File: config.mk
export PLATFORM = sky130hd
export DESIGN_NAME = rs_decode_sched
export DESIGN_NICKNAME = d
export VERILOG_FILES = /design/src/rtl/rs_decode_sched.sv
export SDC_FILE = /design/constraint.sdc
export NUM_CORES = 1
export LEC_CHECK = 0
export CAP_MARGIN = 15
export CELL_PAD_IN_SITES_DETAIL_PLACEMENT = 0
export CELL_PAD_IN_SITES_GLOBAL_PLACEMENT = 2
export CORE_UTILIZATION = 35
export CTS_CLUSTER_DIAMETER = 80
export DETAILED_ROUTE_END_ITERATION = 10
export DONT_BUFFER_PORTS = 1
export GPL_TIMING_DRIVEN = 1
export MAX_ROUTING_LAYER = met4
export PLACE_DENSITY_LB_ADDON = 0.1
export SLEW_MARGIN = 20
export SYNTH_ARGS = -nofsm -noshare
export SYNTH_HDL_FRONTEND = slang
export SYNTH_SLANG_ARGS = --single-unit
File: constraint.sdc
create_clock -name clk -period 4.7 [get_ports clk]
set_input_delay 0.235 -clock clk [delete_from_list [all_inputs] [get_ports clk]]
set_output_delay 0.235 -clock clk [all_outputs]
set_load 0.01 [all_outputs]
File: src/rtl/rs_decode_sched.sv
// rs_decode_sched: shares one single-error-correcting RS_Decoder between two requesters.
// Latency: grant to out_valid is 2 cycles; one codeword in flight, grants at least 3 cycles apart.
// Backpressure: the result holds while out_ready is low; no new grant until it is accepted.
// Optional feature macro: RS_SCHED_STATS_EN adds saturating per-requester correction counters.
// Field parameters `N and `SYMBOL_WIDTH come from GF.v; the defaults below match that field.

`ifndef SYMBOL_WIDTH
`define SYMBOL_WIDTH 3
`endif
`ifndef N
`define N 7
`endif

// RS(7,5) over GF(2^3), primitive polynomial x^3+x+1, corrects any single symbol error.
// The decoder is purely combinational; reset forces its output to zero.
module RS_Decoder (
  input  logic                             reset,
  input  logic [`N*`SYMBOL_WIDTH-1:0] codeword_in,
  output logic [`N*`SYMBOL_WIDTH-1:0] codeword_out
);
  localparam int SW = `SYMBOL_WIDTH;
  localparam int NS = `N;

  typedef logic [SW-1:0] sym_t;

  function automatic sym_t gf_mul(input sym_t a, input sym_t b);
    sym_t acc;
    sym_t sh;
    acc = '0;
    sh  = a;
    for (int i = 0; i < SW; i++) begin
      if (b[i]) acc = acc ^ sh;
      sh = {sh[1], sh[0] ^ sh[2], sh[2]};
    end
    return acc;
  endfunction

  function automatic sym_t gf_exp(input logic [2:0] e);
    case (e)
      3'd0:    return 3'd1;
      3'd1:    return 3'd2;
      3'd2:    return 3'd4;
      3'd3:    return 3'd3;
      3'd4:    return 3'd6;
      3'd5:    return 3'd7;
      3'd6:    return 3'd5;
      default: return 3'd1;
    endcase
  endfunction

  function automatic logic [2:0] gf_log(input sym_t a);
    case (a)
      3'd1:    return 3'd0;
      3'd2:    return 3'd1;
      3'd4:    return 3'd2;
      3'd3:    return 3'd3;
      3'd6:    return 3'd4;
      3'd7:    return 3'd5;
      3'd5:    return 3'd6;
      default: return 3'd0;
    endcase
  endfunction

  sym_t       s0;
  sym_t       s1;
  logic [2:0] log0;
  logic [2:0] log1;
  logic [2:0] loc;

  // Syndromes: S0 = sum r_i, S1 = sum r_i * alpha^i
  always_comb begin
    s0 = '0;
    s1 = '0;
    for (int i = 0; i < NS; i++) begin
      s0 = s0 ^ codeword_in[i*SW +: SW];
      s1 = s1 ^ gf_mul(codeword_in[i*SW +: SW], gf_exp(3'(i)));
    end
  end

  // Single error: location = log(S1) - log(S0) mod 7, magnitude = S0; other patterns pass through
  always_comb begin
    codeword_out = codeword_in;
    log0 = gf_log(s0);
    log1 = gf_log(s1);
    loc  = (log1 < log0) ? (log1 - log0 + 3'd7) : (log1 - log0);
    if (reset) begin
      codeword_out = '0;
    end else if (s0 != '0 && s1 != '0) begin
      for (int i = 0; i < NS; i++) begin
        if (loc == 3'(i)) codeword_out[i*SW +: SW] = codeword_out[i*SW +: SW] ^ s0;
      end
    end
  end
endmodule

module rs_decode_sched #(
  parameter  int STAT_W = 16,
  localparam int CW_W   = `N * `SYMBOL_WIDTH
) (
  input  logic              clk,
  input  logic              reset,
  input  logic              req0_valid,
  output logic              req0_ready,
  input  logic [CW_W-1:0]   req0_codeword,
  input  logic              req1_valid,
  output logic              req1_ready,
  input  logic [CW_W-1:0]   req1_codeword,
  output logic              out_valid,
  input  logic              out_ready,
  output logic              out_id,
  output logic [CW_W-1:0]   out_codeword,
  output logic              out_fixed,
  output logic              busy
`ifdef RS_SCHED_STATS_EN
  ,
  output logic [STAT_W-1:0] fix_count0,
  output logic [STAT_W-1:0] fix_count1
`endif
);
  typedef enum logic [1:0] {IDLE, DECODE, RESULT} state_t;

  state_t            state;
  state_t            state_nxt;
  logic              grant0;
  logic              grant1;
  logic              last;      // last-served requester; 1 means req0 wins the next tie
  logic              cap_id;
  logic [CW_W-1:0]   cap_cw;
  logic [CW_W-1:0]   dec_cw;

  RS_Decoder u_dec (
    .reset        (reset),
    .codeword_in  (cap_cw),
    .codeword_out (dec_cw)
  );

  // Next state and round-robin grant; grants only in IDLE and never while reset is asserted
  always_comb begin
    state_nxt = state;
    grant0    = 1'b0;
    grant1    = 1'b0;
    case (state)
      IDLE: begin
        if (!reset) begin
          if (req0_valid && req1_valid) begin
            if (last) grant0 = 1'b1;
            else      grant1 = 1'b1;
          end else if (req0_valid) begin
            grant0 = 1'b1;
          end else if (req1_valid) begin
            grant1 = 1'b1;
          end
        end
        if (grant0 || grant1) state_nxt = DECODE;
      end
      DECODE:  state_nxt = RESULT;
      RESULT:  if (out_ready) state_nxt = IDLE;
      default: state_nxt = IDLE;
    endcase
  end

  assign req0_ready = grant0;
  assign req1_ready = grant1;
  assign out_valid  = (state == RESULT);
  assign busy       = (state != IDLE);

  // State register
  always_ff @(posedge clk or posedge reset) begin
    if (reset) state <= IDLE;
    else       state <= state_nxt;
  end

  // Capture the granted codeword and owner, and advance the round-robin pointer
  always_ff @(posedge clk or posedge reset) begin
    if (reset) begin
      cap_cw <= '0;
      cap_id <= 1'b0;
      last   <= 1'b1;
    end else if (grant0 || grant1) begin
      cap_cw <= grant1 ? req1_codeword : req0_codeword;
      cap_id <= grant1;
      last   <= grant1;
    end
  end

  // Register the decoder result at the end of DECODE; it then holds through RESULT
  always_ff @(posedge clk or posedge reset) begin
    if (reset) begin
      out_codeword <= '0;
      out_fixed    <= 1'b0;
      out_id       <= 1'b0;
    end else if (state == DECODE) begin
      out_codeword <= dec_cw;
      out_fixed    <= (dec_cw != cap_cw);
      out_id       <= cap_id;
    end
  end

`ifdef RS_SCHED_STATS_EN
  // Count accepted corrected results per owner, saturating at all-ones
  always_ff @(posedge clk or posedge reset) begin
    if (reset) begin
      fix_count0 <= '0;
      fix_count1 <= '0;
    end else if (out_valid && out_ready && out_fixed) begin
      if (!out_id && fix_count0 != '1) fix_count0 <= fix_count0 + 1'b1;
      if (out_id && fix_count1 != '1)  fix_count1 <= fix_count1 + 1'b1;
    end
  end
`else
  logic unused_stat_w;
  assign unused_stat_w = (STAT_W > 0);
`endif
endmodule

# After elaboration in Yosys (flattened, before gate mapping)
# Index checks and enable logic that the tools add are counted.
# Widths: inputs -> output; s select.
[word_totals]
reg_bits = 48
latchBits = 0
ram_bits = 0
rom_bits = 0
in_bits = 47
out_inout_bits = 27
word_cells = 106
memories = 0
[op_classes]
n_addsub = 2
multipliers = 0
n_div = 0
n_lt_le_gt_ge = 1
n_eq_ne = 23
shifts = 0
muxes = 29
bitwise_logic = 34
reduce_logical = 10
[op_table]
columns = ["operator", "n"]
rows = [
  ["$xor 3x3->3", 24],
  ["$mux 21", 3],
  ["$pmux 3 s6", 2],
  ["$eq 3x3->1 const B", 11],
  ["$mux 3", 8],
  ["$ne 21x21->1", 1],
  ["$eq 3x2->1 const B", 6],
  ["$mux 1", 13],
  ["$xor 1x1->1", 10],
  ["$pmux 2 s3", 1],
  ["$reduce_bool 3->1", 2],
  ["$mux 2", 2],
  ["$add 3x3->3 const B", 1],
  ["$eq 3x1->1 const B", 1],
  ["$logic_not 3->1", 1],
  ["$lt 3x3->1", 1],
  ["$sub 3x3->3", 1],
  ["$eq 2x1->1 const B", 1],
  ["$eq 2x2->1 const B", 1],
  ["$logic_and 1x1->1", 2],
  ["$logic_not 2->1", 1],
  ["$logic_or 1x1->1", 2],
  ["$ne 2x1->1 const B", 1],
  ["$ne 2x2->1 const B", 1],
  ["2 further kinds", 2],
]

# Longest topological paths before layout
# Gate-level depths: netlist of run 1.
[logic_depth]
word_depth = 17
ltp_mapped = 17
ltp_nobuf = 16

# Cells and area by module
# A second synthesis of run 1 with hierarchy kept.
[hier_totals]
hier_cells = 350
area_unflattened_um2 = 3534.6
[by_module_without_submodules]
columns = ["mod", "n_inst", "cells_per_inst", "area_each_um2", "seq_area_each_um2"]
rows = [
  ["rs_decode_sched", 1, 190, 2254.7, 1202.4],
  ["RS_Decoder", 1, 160, 1280.0, 0.0],
]

# Worst setup path before layout of run 1
# Ideal clock, no wire load.
[synth_path]
path_kind = "register to register"
startpoint = "reg cap_cw[15]"
endpoint = "reg out_codeword[13]"
setup_time_ps = 132
arrival_time_ps = 4228
t_required_ps = 4568
setup_slack_ps = 340
stages_incl_launch_ff = 18
n_path_buf = 2
period_less_slack_ps = 4360
path_cell_list = "dfrtp_1 > buf_2 > xnor3_1 > xnor3_2 > xnor2_1 > buf_2 > nor3_1 > a21oi_1 > inv_1 > fa_1 > ha_1 > nand2b_1 > or4b_1 > a21oi_2 > nand2_1 > nor3_1 > xnor2_1 > o21ai_1"
[synth_via]
elab_chain_len = 14
elab_cells_between_ends = 32
classes_between = "add/sub (2); order compare (1); eq/ne (13); mux (6); bitwise (7); reduce/logical (3)"
[synth_lines]
columns = ["element", "line_no", "source"]
rows = [
  ["start: declaration", "128", "logic [CW_W-1:0] cap_cw;"],
  ["start signal: assignment", "180", "cap_cw <= grant1 ? req1_codeword : req0_codeword;"],
  ["$xor 1x1->1", "33", "sh = {sh[1], sh[0] ^ sh[2], sh[2]};"],
  ["$xor 3x3->3 (2 in series)", "32", "if (b[i]) acc = acc ^ sh;"],
  ["$xor 3x3->3 (2 in series)", "76", "s1 = s1 ^ gf_mul(codeword_in[i*SW +: SW], gf_exp(3'(i)));"],
  ["$eq 3x3->1 / $eq 3x2->1 (equally long branches)", "52", "case (a)"],
  ["$pmux 3 s6", "52", ""],
  ["$sub 3x3->3", "85", "loc = (log1 < log0) ? (log1 - log0 + 3'd7) : (log1 - log0);"],
  ["$add 3x3->3", "85", ""],
  ["$mux 3", "85", ""],
  ["$eq 3x3->1", "90", "if (loc == 3'(i)) codeword_out[i*SW +: SW] = codeword_out[i*SW +: SW] ^ s0;"],
  ["$mux 3", "90", ""],
  ["$mux 21 *", "88", "end else if (s0 != '0 && s1 != '0) begin"],
  ["$mux 21 *", "86", "if (reset) begin"],
  ["end signal: assignment", "193", "out_codeword <= dec_cw;"],
  ["end: declaration", "111", "output logic [CW_W-1:0] out_codeword,"],
]
# Every way passes the cells marked *; elsewhere a longest branch is shown, timed or not.
# A chain may end at the register's enable or synchronous reset.

# Final worst setup path of run 1
[layout_path]
startpoint = "reg cap_cw[15]"
endpoint = "reg out_fixed"
[layout_via]
elab_chain_len = 15
elab_cells_between_ends = 52
classes_between = "add/sub (2); order compare (1); eq/ne (19); mux (12); bitwise (14); reduce/logical (4)"
[layout_lines]
columns = ["element", "line_no", "source"]
rows = [
  ["$xor 1x1->1", "33", ""],
  ["$xor 3x3->3 (2 in series)", "32", ""],
  ["$xor 3x3->3 (2 in series)", "76", ""],
  ["$eq 3x3->1 / $eq 3x2->1 (equally long branches)", "52", ""],
  ["$pmux 3 s6", "52", ""],
  ["$sub 3x3->3", "85", ""],
  ["$add 3x3->3", "85", ""],
  ["$mux 3", "85", ""],
  ["$eq 3x1->1, or another cell as far along", "90", ""],
  ["$mux 3", "90", ""],
  ["$mux 21", "88", ""],
  ["$mux 21", "86", ""],
  ["$ne 21x21->1 *", "194", "out_fixed <= (dec_cw != cap_cw);"],
  ["end signal: assignment", "194", ""],
  ["end: declaration", "112", "output logic out_fixed,"],
]
# Marks and branches as above.

==> out/qor.txt, run 1 <==
Inserted Clock Buffers -> 5
Pre-antenna DRT Iters -> 4
dpl ws -> 0.252 ns
Critical Path RT -> 4.94 ns
Reg clk slew, reported paths -> 0.10 ns
first-pass GRT wire length -> 13600 um
Synth warnings -> 0
sequential area share after synthesis -> 36.2%
DR DRC count -> 0
Most used DFF post-synth -> dfrtp_1
GRT Overall Usage -> 18.9%
Final Skew -> 0.0172 ns
largest net degree at the start of global routing -> 50
storage element area -> 1200 um2
Tcrit/Tclk final -> 93.6%
Async SR Flop Fraction -> 100%
RSZ-0062 raised after global routing -> no
critical path endpoint category -> register
DR vias/cell -> 5.33
Die Span Y -> 99.4 um
Mapped Avg Cell Area -> 9.45 um2
worst-margin pin slew -> 0.870 ns
Synth Register Bits -> 48
Worst Setup Start Kind -> register
Slew Viols, Final -> 0
final net count -> 400
Fillers -> 958
ant diodes -> 0
H-tree Lvls -> 2
mean routed wirelength per cell -> 18.5 um
Setup Viol. Count Final -> 0
Max transition margin -> 42.0%
HP Class -> in -> async
Cell Area, Placed -> 3460 um2
effective utilization at floorplan -> 36.1%
number of DRC markers in iteration 0 -> 100
Synth area leaders -> dfrtp_1 (35%), xnor2_1 (8.7%), nand2_1 (7.5%)
outcome -> finished, violations left
Mapped Cells -> 351
final instance area -> 3560 um2
Core ar. -> 9200 um2
Final TNS setup -> 0 ns
EDFF count, synth -> 0
Setup Crit Path Kind -> reg -> reg
via count -> 2450
FMAX -> 227 MHz
Site Rows -> 35
final worst path period need -> 4.40 ns
Cell variety after synth -> 57
worst path arrival time -> 4.64 ns
antenna violations before repair -> 0
Num Clock Sinks -> 48
failing checks -> negative hold slack
CP max FO -> 5
Routed Wire Length -> 8520 um
final setup margin -> 0.299 ns
layout cell share with drive strength beyond 1 -> 15.5%
gpl congestion -> 0.859
Final Hold Viols -> 47
Post-DP HPWL -> 6620 um
Area growth, synth to finish -> 7.16%
global route overflow -> 0
Port Buffers -> 0
share of the synthesized area in the top cell type -> 35.4%
chip width -> 99.4 um
Mapped Nets -> 403
most common cell after layout, fill and taps aside -> nand2_1
area leader, netlist -> dfrtp_1
multi-input logic area -> 1940 um2
I/O pin cnt -> 74
Hold Worst Slack -> -0.0536 ns
Post-DRT Antenna Nets -> 0
max_cap viols -> 0
TritonCTS clock tree -> done
cell area after synthesis -> 3320 um2
vias in the first global route -> 2481
highest-count cells in the layout ignoring fill and taps -> nand2_1 (66), dfrtp_1 (46), xnor2_1 (33)
worst skew pair latency -> 0.31 ns
DIE AREA -> 9870 um2
clk root buf -> clkbuf_8
buffers from clock root to sink, at most -> 2
## final timing paths
kind | from | end | slack (ns) | cells past startpoint
worst min register to register | cap_id$_DFFE_PP0P_ | cap_id$_DFFE_PP0P_ | 0.48 | 1
worst max-delay path | cap_cw[15]$_DFFE_PP0P_ | out_fixed$_DFFE_PP0N_ | 0.30 | 14
max in group asynchronous | reset | cap_cw[15]$_DFFE_PP0P_ | 4.18 | 1
min in group clk | reset | out_codeword[11]$_DFFE_PP0N_ | 0.01 | 1
worst max register to register | cap_cw[15]$_DFFE_PP0P_ | out_fixed$_DFFE_PP0N_ | 0.30 | 14
worst min-delay path | reset | out_codeword[13]$_DFFE_PP0N_ | -0.05 | 1
## synthesized netlist by cell type, types with 2 or more instances
| cell | number |
|---|---|
| nand2_1 | 66 |
| dfrtp_1 | 47 |
| xnor2_1 | 33 |
| a22oi_1 | 21 |
| clkbuf_1 | 18 |
| inv_1 | 12 |
| nor3_1 | 12 |
| o21ai_1 | 12 |
| nand2b_1 | 10 |
| o31ai_1 | 10 |
| o21ai_0 | 8 |
| a21oi_1 | 7 |
| buf_2 | 7 |
| xor2_1 | 7 |
| nor2_1 | 6 |
| nor4_1 | 5 |
| and3_1 | 4 |
| ha_1 | 4 |
| mux2i_1 | 4 |
| xnor3_1 | 4 |
| xnor3_2 | 4 |
| a21o_1 | 3 |
| nor4_2 | 3 |
| nor4b_2 | 3 |
| xnor2_2 | 3 |
| a221oi_1 | 2 |
| a32oi_1 | 2 |
| buf_6 | 2 |
| mux2_2 | 2 |
| nand3_1 | 2 |
| o21a_1 | 2 |
## flip-flops by register name, summed over array words and instances (netlist names)
register,flops
state,2
out_codeword,21
out_id,1
cap_cw,21
out_fixed,1
cap_id,1
last,1
## per-stage QoR
stage	utilization, %	hold WS (ns)	std cells
detailed placement	37.6	0.341	452
finish	38.7	-0.0536	460
floorplan	-	0.343	351
global route	38.7	0.000458	460
global placement	37.6	0.340	452
CTS	38.6	0.00458	460
## area by class of cell
class / count / share of cell area (%)
multi-input cells: 261 / 54.4
clock inverters: 2 / 0.352
repair buffers: 19 / 4.01
flip-flops and latches: 48 / 33.8
well taps: 111 / 3.91
inverters: 13 / 1.41
clock buffers: 6 / 2.04
## worst max-delay path: stages (launching register included)
cell	delay (ns)
dfrtp_2	0.46
xnor3_1	0.40
xnor3_2	0.42
xnor2_1	0.26
nor3_1	0.10
a21oi_1	0.18
inv_1	0.08
fa_1	0.53
ha_1	0.16
nand2b_1	0.08
or4b_1	0.51
a21o_1	0.25
nor4b_4	0.47
a221oi_1	0.19
a32oi_1	0.22
## per-layer routing
metal	part of all wire, %	global-route usage (%)
met5	0	-
met4	0.74	3.39
met3	3.8	2.88
met2	46	30.8
met1	49	25.1
## cell families after synthesis
group                      synth area share (%)
adders and majority gates                  2.11
AOI/OAI and AO/OA                          16.2
DFF                                        36.2
buffers and inverters                      5.62
and+or+nand+nor                            19.5
xor gates and xnor gates                   18.4
muxes                                      1.89
## repair_timing
item	4_1_cts	5_1_grt
hold buffers	0	0
buffers inserted	0	0
resized for setup	0	2
setup endpoints to repair	0	1
Power of run 1 is left out: the tool's default activity adds up to more than one toggle a clock period on the data nets, which glitch-free logic cannot reach.
==> run 2: changes to the inputs <==
--- a/config.mk
+++ b/config.mk
@@ -14,8 +14,8 @@
 export DONT_BUFFER_PORTS = 1
 export GPL_TIMING_DRIVEN = 1
 export MAX_ROUTING_LAYER = met4
-export PLACE_DENSITY_LB_ADDON = 0.1
-export SLEW_MARGIN = 20
+export PLACE_DENSITY_LB_ADDON = 0.05
+export SLEW_MARGIN = 5
 export SYNTH_ARGS = -nofsm -noshare
 export SYNTH_HDL_FRONTEND = slang
 export SYNTH_SLANG_ARGS = --single-unit
==> constraint.sdc (replaced) <==
create_clock -name clk -period 4.7 [get_ports clk]
set_input_delay 0.94 -clock clk [delete_from_list [all_inputs] [get_ports clk]]
set_output_delay 0.94 -clock clk [all_outputs]
set_load 0.01 [all_outputs]
==> out/qor.txt, run 2 (synthesized netlist as in run 1, its figures left out) <==
most common cell after layout, fill and taps aside -> nand2_1
multi-input logic area -> 1940 um2 (+0.39%)
Inserted Clock Buffers -> 5 (unchanged)
Port Buffers -> 0 (unchanged)
outcome -> finished clean
slack of the worst reg-to-reg path -> 0.33 ns (+0.03 ns)
Final Hold Viols -> 0 (-100%)
DR vias/cell -> 5.23 (-1.9%)
Worst Setup Start Kind -> register
buffers from clock root to sink, at most -> 2 (unchanged)
Bufs and invs on worst path -> 1 (unchanged)
storage element area -> 1200 um2 (-0.10%)
Area growth, synth to finish -> 8.18%
Post-DRT Antenna Nets -> 0 (unchanged)
largest net degree at the start of global routing -> 50 (unchanged)
H-tree Lvls -> 2 (unchanged)
chip width -> 99.4 um (unchanged)
slowest stage cell, crit path -> fa_1
Core ar. -> 9200 um2 (unchanged)
Routed Wire Length -> 8490 um (-0.31%)
CTS Hold Bufs -> 0 (unchanged)
global route overflow -> 0 (unchanged)
Max transition margin -> 48.8% (+6.8 points)
critical path endpoint category -> register
Num Clock Sinks -> 48 (unchanged)
# Post-CTS Setup Buffers -> 0 (unchanged)
RSZ-0062 raised after global routing -> no
Top Registers -> cap_cw: 21 flops, out_codeword: 21 flops, state: 2 flops
Pre-antenna DRT Iters -> 4 (unchanged)
Worst Min Path Start -> cap_id$_DFFE_PP0P_
Die Span Y -> 99.4 um (unchanged)
number of DRC markers in iteration 0 -> 63 (-37%)
vias in the first global route -> 2509 (+1.1%)
final net count -> 399 (-0.25%)
worst path arrival time -> 4.59 ns (-0.05 ns)
TritonCTS clock tree -> done
Post-DP HPWL -> 6660 um (+0.54%)
RR Endpoint -> out_fixed$_DFFE_PP0N_
CP top delay family -> XOR/XNOR gates
worst-margin pin slew -> 0.766 ns (-0.104 ns)
CP max FO -> 5 (unchanged)
ant diodes -> 0 (unchanged)
GRT Overall Usage -> 19.1% (+0.24 points)
final worst path period need -> 4.37 ns (-0.0347 ns)
Final TNS setup -> 0 ns (unchanged)
Reg clk slew, reported paths -> 0.10 ns (about the same)
Final Skew -> 0.0105 ns (-0.00674 ns)
antenna violations before repair -> 0 (unchanged)
mean routed wirelength per cell -> 18.5 um (about the same)
effective utilization at floorplan -> 36.1% (unchanged)
Site Rows -> 35 (unchanged)
gpl congestion -> 0.818 (-4.7%)
Tcrit/Tclk final -> 92.9% (-0.74 points)
DR DRC count -> 0 (unchanged)
Critical Path RT -> 4.92 ns (-0.02 ns)
FF-to-FF path depth -> 15 (+1)
first-pass GRT wire length -> 14000 um (+2.5%)
clk root buf -> clkbuf_8
Min-Delay Path Depth -> 1
critical path, cell by cell -> xnor3_1 > xnor3_2 > xnor2_2 > nor3_1 > a21oi_1 > inv_1 > fa_1 > ha_1 > nand2b_1 > or4b_1 > a21o_1 > or2_1 > a221oi_2 > o31ai_2 > a32oi_1
r2r startpoint -> cap_cw[15]$_DFFE_PP0P_
layout cell share with drive strength beyond 1 -> 15.5% (+0.044 points)
Non-Filler Instances -> 459 (-0.22%)
DIE AREA -> 9870 um2 (unchanged)
Setup Crit Path Kind -> reg -> reg
I/O pin cnt -> 74 (unchanged)
placed insts -> 451 (-0.22%)
Setup Viol. Count Final -> 0 (unchanged)
HP Class -> reg -> reg
worst skew pair latency -> 0.31 ns (about the same)
Slew Viols, Final -> 0 (unchanged)
hold endpoint -> cap_id$_DFFE_PP0P_
FMAX -> 229 MHz (+0.79%)
max incr delay on CP -> 0.54 ns (about the same)
fin util -> 39.0% (+0.37 points)
via count -> 2399 (-2.1%)
highest-count cells in the layout ignoring fill and taps -> nand2_1 (66), dfrtp_1 (47), xnor2_1 (32)
max_cap viols -> 0 (unchanged)
Fillers -> 962 (+0.42%)
## run 2: cell count changes in the layout (fill, tap and decap cells not counted), sizes merged
cell,change
clkinvlp,-1
clkinv,-1
buf,-1
bufinv,+1
inv,+1
## run 2: cell type report
class	instances	area share [%]
Sequential cell	48	33.5
Clock inverter	2	1.08
Clock buffer	6	2.30
Multi-Input combinational cell	261	54.1
Inverter	13	1.36
Timing Repair Buffer	18	3.76
Tap cell	111	3.87
## run 2: worst max-delay path by stage
stage / from / to / slack (ns) / cells past startpoint
2_1_floorplan: cap_cw[15]$_DFFE_PP0P_ / out_codeword[13]$_DFFE_PP0N_ / 0.34 / 17
3_3_place_gp: cap_cw[11]$_DFFE_PP0P_ / out_fixed$_DFFE_PP0N_ / 0.28 / 16
3_5_place_dp: cap_cw[15]$_DFFE_PP0P_ / out_fixed$_DFFE_PP0N_ / 0.19 / 15
4_1_cts: cap_cw[15]$_DFFE_PP0P_ / out_fixed$_DFFE_PP0N_ / 0.18 / 15
5_1_grt: cap_cw[8]$_DFFE_PP0P_ / out_fixed$_DFFE_PP0N_ / 0.02 / 14
6_report: cap_cw[15]$_DFFE_PP0P_ / out_fixed$_DFFE_PP0N_ / 0.33 / 15
## run 2: per-stage QoR
step	hold slack, ns	cell area, um2	worst slack (ns)
after floorplan	0.446	3320	0.340
after global placement	0.459	3450	0.281
after detailed placement	0.479	3450	0.191
after CTS	0.502	3580	0.180
after global routing	0.526	3590	0.0243
final	0.500	3590	0.334
## run 2: layer usage
layer / vias to the layer above / routed length (um) / GRT usage [%]
met1: 1121 / 4160 / 26.1
met3: 5 / 336 / 2.67
met4: 0 / 57 / 4.41
met5: - / 0 / -
li1: 1211 / - / -
met2: 62 / 3940 / 30.1
## run 2: what timing repair did
action	CTS	global route
setup endpoints to repair	0	2
gates resized for setup	0	2
hold endpoints to repair	0	0
Power of run 2 is left out for the same reason.
